[config.mk]
export PLATFORM = sky130hd
export DESIGN_NAME = uart_cmd_parser
export DESIGN_NICKNAME = d
export VERILOG_FILES = /design/src/rtl/uart_cmd_parser.sv
export SDC_FILE = /design/constraint.sdc
export NUM_CORES = 1
export LEC_CHECK = 0
export CAP_MARGIN = 40
export CELL_PAD_IN_SITES_DETAIL_PLACEMENT = 0
export CELL_PAD_IN_SITES_GLOBAL_PLACEMENT = 1
export CORE_ASPECT_RATIO = 1.2
export CORE_MARGIN = 4
export CORE_UTILIZATION = 37
export DETAILED_ROUTE_END_ITERATION = 10
export PLACE_DENSITY_LB_ADDON = 0.1
export SETUP_SLACK_MARGIN = 0.05
export SLEW_MARGIN = 20
export SYNTH_ARGS = -nofsm -noshare
export SYNTH_HDL_FRONTEND = slang
export SYNTH_SLANG_ARGS = --single-unit
[constraint.sdc]
create_clock -name clk -period 2.2 [get_ports clk]
set_input_delay 0.44 -clock clk [delete_from_list [all_inputs] [get_ports clk]]
set_output_delay 0.44 -clock clk [all_outputs]
set_load 0.005 [all_outputs]
[src/rtl/uart_cmd_parser.sv]
// uart_cmd_parser
//   Turns the UART receive byte stream into DDR user-port commands. One
//   ASCII-hex line per command, case-insensitive:
//     {'w'|'r'} SP* addr SP+ value SP* '\r'? '\n'
//   A 'w' line issues a single-word write (value = write data). An 'r' line
//   issues a burst read (value = length minus one). '\r' is ignored while
//   parsing. A malformed line is discarded with a one-cycle err pulse. Bytes
//   that arrive while a command is pending are dropped with a one-cycle drop
//   pulse.
//
// Ports
//   clk, rstn        clock, asynchronous active-low reset
//   rx_valid/rx_data one-cycle byte strobe from the UART receiver
//   cmd_valid/ready  command handshake toward the DDR user port
//   cmd_wr           1 = write, 0 = read
//   cmd_addr         word address (low A_WIDTH bits of the hex field)
//   cmd_wdata        write data (0 for reads)
//   cmd_len          read length minus one (0 for writes)
//   err, drop        one-cycle event pulses
//   busy             parser is not idle
module uart_cmd_parser #(
  parameter int A_WIDTH = 32,
  parameter int D_WIDTH = 32,
  parameter int L_WIDTH = 8
) (
  input  logic               clk,
  input  logic               rstn,
  input  logic               rx_valid,
  input  logic [7:0]         rx_data,
  output logic               cmd_valid,
  input  logic               cmd_ready,
  output logic               cmd_wr,
  output logic [A_WIDTH-1:0] cmd_addr,
  output logic [D_WIDTH-1:0] cmd_wdata,
  output logic [L_WIDTH-1:0] cmd_len,
  output logic               err,
  output logic               drop,
  output logic               busy
);

  typedef enum logic [2:0] {
    S_IDLE, S_ADDR, S_VAL, S_TAIL, S_SKIP, S_ISSUE
  } state_t;

  state_t             state, state_nxt;
  logic               op_wr;
  logic [A_WIDTH-1:0] addr_acc;
  logic [D_WIDTH-1:0] wdata_acc;
  logic [L_WIDTH-1:0] len_acc;
  // Only "zero digits vs. some digits" matters to the grammar, so the
  // digit counters saturate at one bit.
  logic               addr_cnt, val_cnt;

  logic               is_hex, is_sp, is_cr, is_lf, is_w, is_r;
  logic [3:0]         nibble;
  logic               start, addr_shift, val_shift, err_nxt, drop_nxt;

  // Byte classification.
  always_comb begin
    // NOTE: every signal written here gets a default first, so no path
    // through the case can leave a latch behind.
    is_hex = 1'b1;
    nibble = 4'd0;
    if (rx_data >= "0" && rx_data <= "9")      nibble = 4'(rx_data - "0");
    else if (rx_data >= "a" && rx_data <= "f") nibble = 4'(rx_data - "a" + 8'd10);
    else if (rx_data >= "A" && rx_data <= "F") nibble = 4'(rx_data - "A" + 8'd10);
    else                                       is_hex = 1'b0;
  end

  assign is_sp = (rx_data == 8'h20);
  assign is_cr = (rx_data == 8'h0d);
  assign is_lf = (rx_data == 8'h0a);
  assign is_w  = (rx_data == "w") || (rx_data == "W");
  assign is_r  = (rx_data == "r") || (rx_data == "R");

  // Next-state and per-byte control strobes.
  always_comb begin
    state_nxt  = state;
    start      = 1'b0;
    addr_shift = 1'b0;
    val_shift  = 1'b0;
    err_nxt    = 1'b0;
    drop_nxt   = 1'b0;
    case (state)
      S_IDLE: if (rx_valid) begin
        if (is_w || is_r) begin
          start     = 1'b1;
          state_nxt = S_ADDR;
        end else if (!(is_sp || is_cr || is_lf)) begin
          err_nxt   = 1'b1;
          state_nxt = S_SKIP;
        end
      end
      S_ADDR: if (rx_valid && !is_cr) begin
        if (is_hex) addr_shift = 1'b1;
        else if (is_sp) begin
          if (addr_cnt) state_nxt = S_VAL;
        end else begin
          err_nxt   = 1'b1;
          state_nxt = is_lf ? S_IDLE : S_SKIP;
        end
      end
      S_VAL: if (rx_valid && !is_cr) begin
        if (is_hex) val_shift = 1'b1;
        else if (is_sp) begin
          if (val_cnt) state_nxt = S_TAIL;
        end else if (is_lf) begin
          if (val_cnt) state_nxt = S_ISSUE;
          else begin
            err_nxt   = 1'b1;
            state_nxt = S_IDLE;
          end
        end else begin
          err_nxt   = 1'b1;
          state_nxt = S_SKIP;
        end
      end
      S_TAIL: if (rx_valid && !is_cr && !is_sp) begin
        if (is_lf) state_nxt = S_ISSUE;
        else begin
          err_nxt   = 1'b1;
          state_nxt = S_SKIP;
        end
      end
      S_SKIP: if (rx_valid && is_lf) state_nxt = S_IDLE;
      S_ISSUE: begin
        // No parsing while a command is pending, including the accept cycle.
        drop_nxt = rx_valid;
        if (cmd_valid && cmd_ready) state_nxt = S_IDLE;
      end
      default: state_nxt = S_IDLE;
    endcase
  end

  always_ff @(posedge clk or negedge rstn) begin
    if (!rstn) begin
      state     <= S_IDLE;
      op_wr     <= 1'b0;
      addr_acc  <= '0;
      wdata_acc <= '0;
      len_acc   <= '0;
      addr_cnt  <= 1'b0;
      val_cnt   <= 1'b0;
      cmd_valid <= 1'b0;
      err       <= 1'b0;
      drop      <= 1'b0;
    end else begin
      // NOTE: non-blocking assignments throughout, so every register here
      // sees the pre-edge value of every other one regardless of order.
      state <= state_nxt;
      err   <= err_nxt;
      drop  <= drop_nxt;
      if (start) begin
        op_wr     <= is_w;
        addr_acc  <= '0;
        wdata_acc <= '0;
        len_acc   <= '0;
        addr_cnt  <= 1'b0;
        val_cnt   <= 1'b0;
      end
      // Shift in a nibble; leading digits beyond the field width fall off.
      if (addr_shift) begin
        addr_acc <= A_WIDTH'({addr_acc, nibble});
        addr_cnt <= 1'b1;
      end
      if (val_shift) begin
        if (op_wr) wdata_acc <= D_WIDTH'({wdata_acc, nibble});
        else       len_acc   <= L_WIDTH'({len_acc, nibble});
        val_cnt <= 1'b1;
      end
      // cmd_valid rises one cycle after entering ISSUE and falls only on
      // the handshake, together with the return to IDLE.
      if (cmd_valid && cmd_ready)           cmd_valid <= 1'b0;
      else if (state == S_ISSUE)            cmd_valid <= 1'b1;
    end
  end

  // The accumulators are frozen in ISSUE, which keeps the fields stable
  // while cmd_valid is high. Clearing on the opcode keeps the unused field
  // of each command type at zero.
  assign cmd_wr    = op_wr;
  assign cmd_addr  = addr_acc;
  assign cmd_wdata = wdata_acc;
  assign cmd_len   = len_acc;
  assign busy      = (state != S_IDLE);

endmodule

# After elaboration in Yosys (flattened, before gate mapping)

Cells that the tools add are included.
W data, S select, Z words.

Reduce and logical (&&, ||, !) cells: 20
Order comparisons: 6
Eq/ne operators: 23
Add/sub/neg operators: 5
Muxes and demuxes: 60

Operator list:

| operator              | number |
|---|---|
| $mux W32              | 5 |
| $mux W3               | 17 |
| $eq A8 B7 Y1 const B  | 4 |
| $mux W1               | 30 |
| $mux W8               | 3 |
| $pmux W3 S6           | 1 |
| $eq A8 B4 Y1 const B  | 2 |
| $ge A8 B7 Y1 const B  | 2 |
| $le A8 B7 Y1 const B  | 2 |
| $ne A2 B2 Y1 const B  | 8 |
| $mux W4               | 3 |
| $sub A4 B1 Y4 const B | 3 |
| $reduce_and A11 Y1    | 1 |
| $ne A3 B3 Y1 const B  | 3 |
| $add A4 B4 Y4 const B | 2 |
| $eq A8 B6 Y1 const B  | 1 |
| $ge A8 B6 Y1 const B  | 1 |
| $le A8 B6 Y1 const B  | 1 |
| $logic_and A1 B1 Y1   | 7 |
| $eq A3 B2 Y1 const B  | 2 |
| $eq A3 B3 Y1 const B  | 2 |
| $reduce_bool A2 Y1    | 3 |
| $logic_or A1 B1 Y1    | 5 |
| $pmux W1 S4           | 1 |
| other kinds (4)       | 5 |

Register bits: 81

# Longest topological paths before layout

Depth in word-level cells: 9
Depth in mapped cells: 10

# Worst setup path after synthesis

Ideal clock, no wire load.

Kind: input to register
From: input rx_data[1]
To: register state[0]
Data required time: 2075 ps
Setup time: 125 ps
Cell stages on the path: 7
Setup slack: -137 ps
Arrival time: 2212 ps
Cells stage by stage: inv_1 ha_1 or3b_2 nand4_1 a21oi_1 or4b_4 mux2_4

Longest elaborated chain between the ends: 7
Elaborated cells between the ends (all ways): 51

Ends and longest elaborated chain:

| what                                                | RTL line | source |
|---|---|---|
| from (decl)                                         | 29       | `input logic [7:0] rx_data,` |
| $ge A8 B7 Y1 / $le A8 B7 Y1 (equally long branches) | 66       | `else if (rx_data >= "A" && rx_data <= "F") nibble = 4'(rx_data - "A" + 8'd10);` |
| $logic_and A1 B1 Y1                                 | 66       |  |
| $mux W1                                             | 66       |  |
| $mux W1                                             | 65       | `else if (rx_data >= "a" && rx_data <= "f") nibble = 4'(rx_data - "a" + 8'd10);` |
| $mux W1                                             | 64       | `if (rx_data >= "0" && rx_data <= "9") nibble = 4'(rx_data - "0");` |
| $ne A2 B2 Y1 (no line)                              | -        |  |
| $reduce_and A11 Y1 (no line)                        | -        |  |
| to (signal assigned)                                | 150      | `state <= state_nxt;` |
| to (decl)                                           | 45       | `state_t state, state_nxt;` |

Several ways; a longest one is shown, not always the timed one. The select of a mux whose other input is x is not followed.
A chain may end at the register's enable or synchronous reset.

# Final worst setup path

From: input rx_valid
To: register state[2]

Longest elaborated chain between the ends: 4
Elaborated cells between the ends (all ways): 9

Ends and longest elaborated chain:

| what                           | RTL line     | source |
|---|---|---|
| from (decl)                    | 28           | `input logic rx_valid,` |
| $logic_and A1 B1 Y1            | 94, 103, 118 |  |
| $logic_and A1 B1 Y1            | 118          | `S_TAIL: if (rx_valid && !is_cr && !is_sp) begin` |
| $ne A2 B2 Y1 (no line)         | -            |  |
| $reduce_and A11 Y1 (no line) * | -            |  |

Every way passes the cells marked *; elsewhere a longest branch is shown, timed or not.

==> impl_metrics.ini <==
[clock_tree]
clk-insertion-delay-late_ns = 0.34
cts.sink_count = 81
cts.clk_slew.worst_paths_ns = 0.06
clock_tree.htree_level_count = 3
root_buffer = sky130_fd_sc_hd__clkbuf_16
numCtsBuffers = 9
clock_path_buffers = 2
clock_tree_from_tritoncts = yes

[power]
power.sequential.fraction = 0.427
p_sw_uw = 859.8
cellInternalPower_mw = 2.780
switching_share = 0.2362
power_leakage_nw = 2.536
power.density_cell_area_mw_per_mm2 = 648.6
worst_ir_drop_vdd_mv = 0.3502
combPwrFrac = 0.126
clkPwrFrac = 0.447

[worst_setup_path]
timing.critical_path.arrival_ns = 2.33
r2r.worst_path.cells = 5
critical_path.reg2reg.startpoint = state[1]$_DFFE_PN0P_
critical_path.endpoint_type = flip-flop
worstPathRequired_ns = 2.42
timing.setup.critical_path_class = primary input to flip-flop
start_kind = primary input
critical_path_peak_fanout = 3
crit_startpoint = rx_valid

[placed_design]
weighted_congestion_reported_at_the_end_of_routability_driven_placement = 0.8936
dp.final_hpwl_mm = 6.822
number_of_buffer_cells_added_on_primary_ports = 88
post_dp_cell_area_mm2 = 0.005218

[grt]
met3_usage = 0.02656
grt_start_max_net_pins = 77
groute.layer.met2.usage = 0.2674
globalRoute.totalOverflow = 0
global_route_met1_utilization = 0.2291
antenna_found_initial = 0
wire_length_of_the_first_global_routing_pass_mm = 16.36
grt_pass1_vias = 3224
overall_track_demand_over_capacity_in_global_routing = 0.1714
global_route.peak_usage_layer = met2

[finish]
multi_input_area_mm2 = 0.001688
layout.cell_area.non_filler_mm2 = 0.005612
syn2layout_area_growth_pct = 48.41
drive_above_1_share = 0.1866
finalNetCount = 563
final.fill_count = 946
seq_area_mm2 = 0.002031
fin_util = 0.5606
diodes = 0

[synthesis]
synth_nets = 434
ys_seq_area_frac = 0.5361
ys_dominant_reg_cell = sky130_fd_sc_hd__dfrtp_1
synth_seq_cells = 81
synth.mux.area_fraction = 0.02118
syn-mean-instance-area_um2 = 9.046
post_synthesis_cell_area_mm2 = 0.003781
largest_family_of_logic_cells_by_synthesized_area = simple AND/OR/NAND/NOR gates
netlist_instances = 418
synthAdderAreaFrac = 0.01324
post_synth_and_or_nand_nor_area_fraction = 0.2545
synth_enable_flop_cells = 0
async_reset_ff_frac = 1.000
post_synth_xor_area_fraction = 0.004633
synth_compound_gate_area_share = 0.1320
synth_cell_type_count = 52
synth_warnings = 0

[route]
avgRoutedWirePerCell_um = 14.77
drt_pre_antenna_iters = 4
first_iter_violations = 136
route.detailed.drc = 0
vias_per_cell = 5.066
vias = 3435
antenna_violating_nets_post_route = 0
route.final.wire_length_mm = 10.02

[status]
status = completed

[timing]
final.period_utilization = 0.9619
tightest_slew_ns = 0.4863
fmaxAchievable_ghz = 0.4726
finalSetupViolations = 0
hold-worst-slack_ns = 0.06326
period_minus_slack_ns = 2.116
grt_setup_unrepaired = true
final-hold-violation-count = 0
timing.final.max_slew_violations = 0
worst_clock_skew_ns = 0.006469
slew_headroom = 0.6758

[floorplanning]
floorplan.initialDensity = 0.3777
core_area_mm2 = 0.01001
ioPinCount = 89
floorplan.die.height_um = 118.7
die_x_um = 100.3
die-area_mm2 = 0.01191
fp-row-count = 40

[min_path]
worst_hold_path_type = primary input to async pin

[job]
max_cap_violations = 0
## state kept, by name, indices dropped and copies added, names as in the netlist
register and cells:
state 3, err 1, val_cnt 1, cmd_len 8, cmd_wdata 32, cmd_wr 1, cmd_addr 32, cmd_valid 1
addr_cnt 1, drop 1
## area by class of cell
cell class / instances / area share
clock buffers: 10 / 0.04259
well taps: 126 / 0.02809
multi-input cells: 302 / 0.3008
flip-flops and latches: 81 / 0.3619
clock inverters: 6 / 0.01628
repair buffers: 145 / 0.2433
inverters: 8 / 0.007135
## through the flow
stage / worst slack, ns / instances / setup TNS [ns] / power (mW)
2_1_floorplan: 0.04164 / 418 / 0 / 1.767
3_3_place_gp: -0.6728 / 655 / -36.47 / 2.010
3_5_place_dp: -0.7120 / 655 / -39.61 / 2.011
4_1_cts: 0.04971 / 677 / 0 / 3.663
5_1_grt: 0.03572 / 678 / 0 / 3.795
6_report: 0.08382 / 678 / 0 / 3.640
## power by group through the flow
| stage | clock [mW] | combinational [mW] | sequential, mW |
|---|---|---|---|
| CTS | 1.66 | 0.446 | 1.55 |
| detailed placement | 0 | 0.436 | 1.58 |
| floorplan | 0 | 0.217 | 1.55 |
| global route | 1.73 | 0.506 | 1.56 |
| global placement | 0 | 0.434 | 1.58 |
| finish | 1.63 | 0.459 | 1.55 |
## logic make-up after synthesis
family,after synthesis
buf+inv,35
fa+ha+maj,4
compound gates,77
xor+xnor,2
simple gates,212
flops,81
mux,7
## layout by cell type, fill, tap and decap left out, types with 3 or more instances in the layout
cell type / count
sky130_fd_sc_hd__nor2_1: 6
sky130_fd_sc_hd__clkbuf_16: 9
sky130_fd_sc_hd__nand2b_1: 4
sky130_fd_sc_hd__buf_12: 6
sky130_fd_sc_hd__clkdlybuf4s50_1: 78
sky130_fd_sc_hd__buf_4: 51
sky130_fd_sc_hd__clkinvlp_4: 3
sky130_fd_sc_hd__a21oi_1: 6
sky130_fd_sc_hd__o21ai_0: 40
sky130_fd_sc_hd__inv_1: 6
sky130_fd_sc_hd__clkbuf_2: 3
sky130_fd_sc_hd__dfrtp_2: 3
sky130_fd_sc_hd__nand3_1: 41
sky130_fd_sc_hd__nand2_1: 137
sky130_fd_sc_hd__nor2b_1: 4
sky130_fd_sc_hd__ha_4: 3
sky130_fd_sc_hd__dfrtp_1: 78
sky130_fd_sc_hd__a22oi_1: 3
sky130_fd_sc_hd__mux2i_1: 5
sky130_fd_sc_hd__dlygate4sd2_1: 3
sky130_fd_sc_hd__a31oi_1: 3
## cell usage after synthesis, drive strengths merged, types with 3 or more instances
cell / n / area (um^2)
nand2: 137 / 514.2
a22oi: 3 / 22.52
dfrtp: 81 / 2027
clkbuf: 15 / 56.30
a211oi: 5 / 47.54
nand2b: 4 / 25.02
nor2: 7 / 26.28
a31oi: 3 / 18.77
nor3: 4 / 20.02
nor2b: 4 / 25.02
o21ai: 40 / 200.2
buf: 12 / 58.81
a21oi: 6 / 30.03
nand3: 42 / 210.2
inv: 8 / 30.03
ha: 4 / 50.05
mux2i: 5 / 50.05
## worst max-delay path, stage by stage
cell and delay, ns:
sky130_fd_sc_hd__clkdlybuf4s50_1 0.47, sky130_fd_sc_hd__nor2_1 0.05, sky130_fd_sc_hd__a31o_2 0.21, sky130_fd_sc_hd__a222oi_1 0.30, sky130_fd_sc_hd__or4b_4 0.54, sky130_fd_sc_hd__mux2_4 0.31
## per-layer routing
metal	vias up	wire length [um]
met2	93	4895
li1	1681	-
met3	19	465
met5	-	0
met1	1642	4420
met4	0	234
## final timing paths
check | to | slack (ns)
setup / recovery | state[2]$_DFFE_PN0P_ | 0.08
max in group asynchronous | cmd_wdata[2]$_DFF_PN0_ | 1.53
hold reg to reg | addr_cnt$_DFFE_PN0P_ | 0.49
min in group clk | cmd_valid$_DFFE_PN0P_ | 0.32
setup reg to reg | state[2]$_DFFE_PN0P_ | 0.12
hold / removal | cmd_addr[17]$_DFFE_PN0P_ | 0.06
## repair_timing
item,4_1_cts,5_1_grt
setup endpoints to repair,79,14
pin swaps,5,5
resized for setup,19,15
setup buffers,6,2
hold buffers,0,0
(Power assumes the default switching activity.)
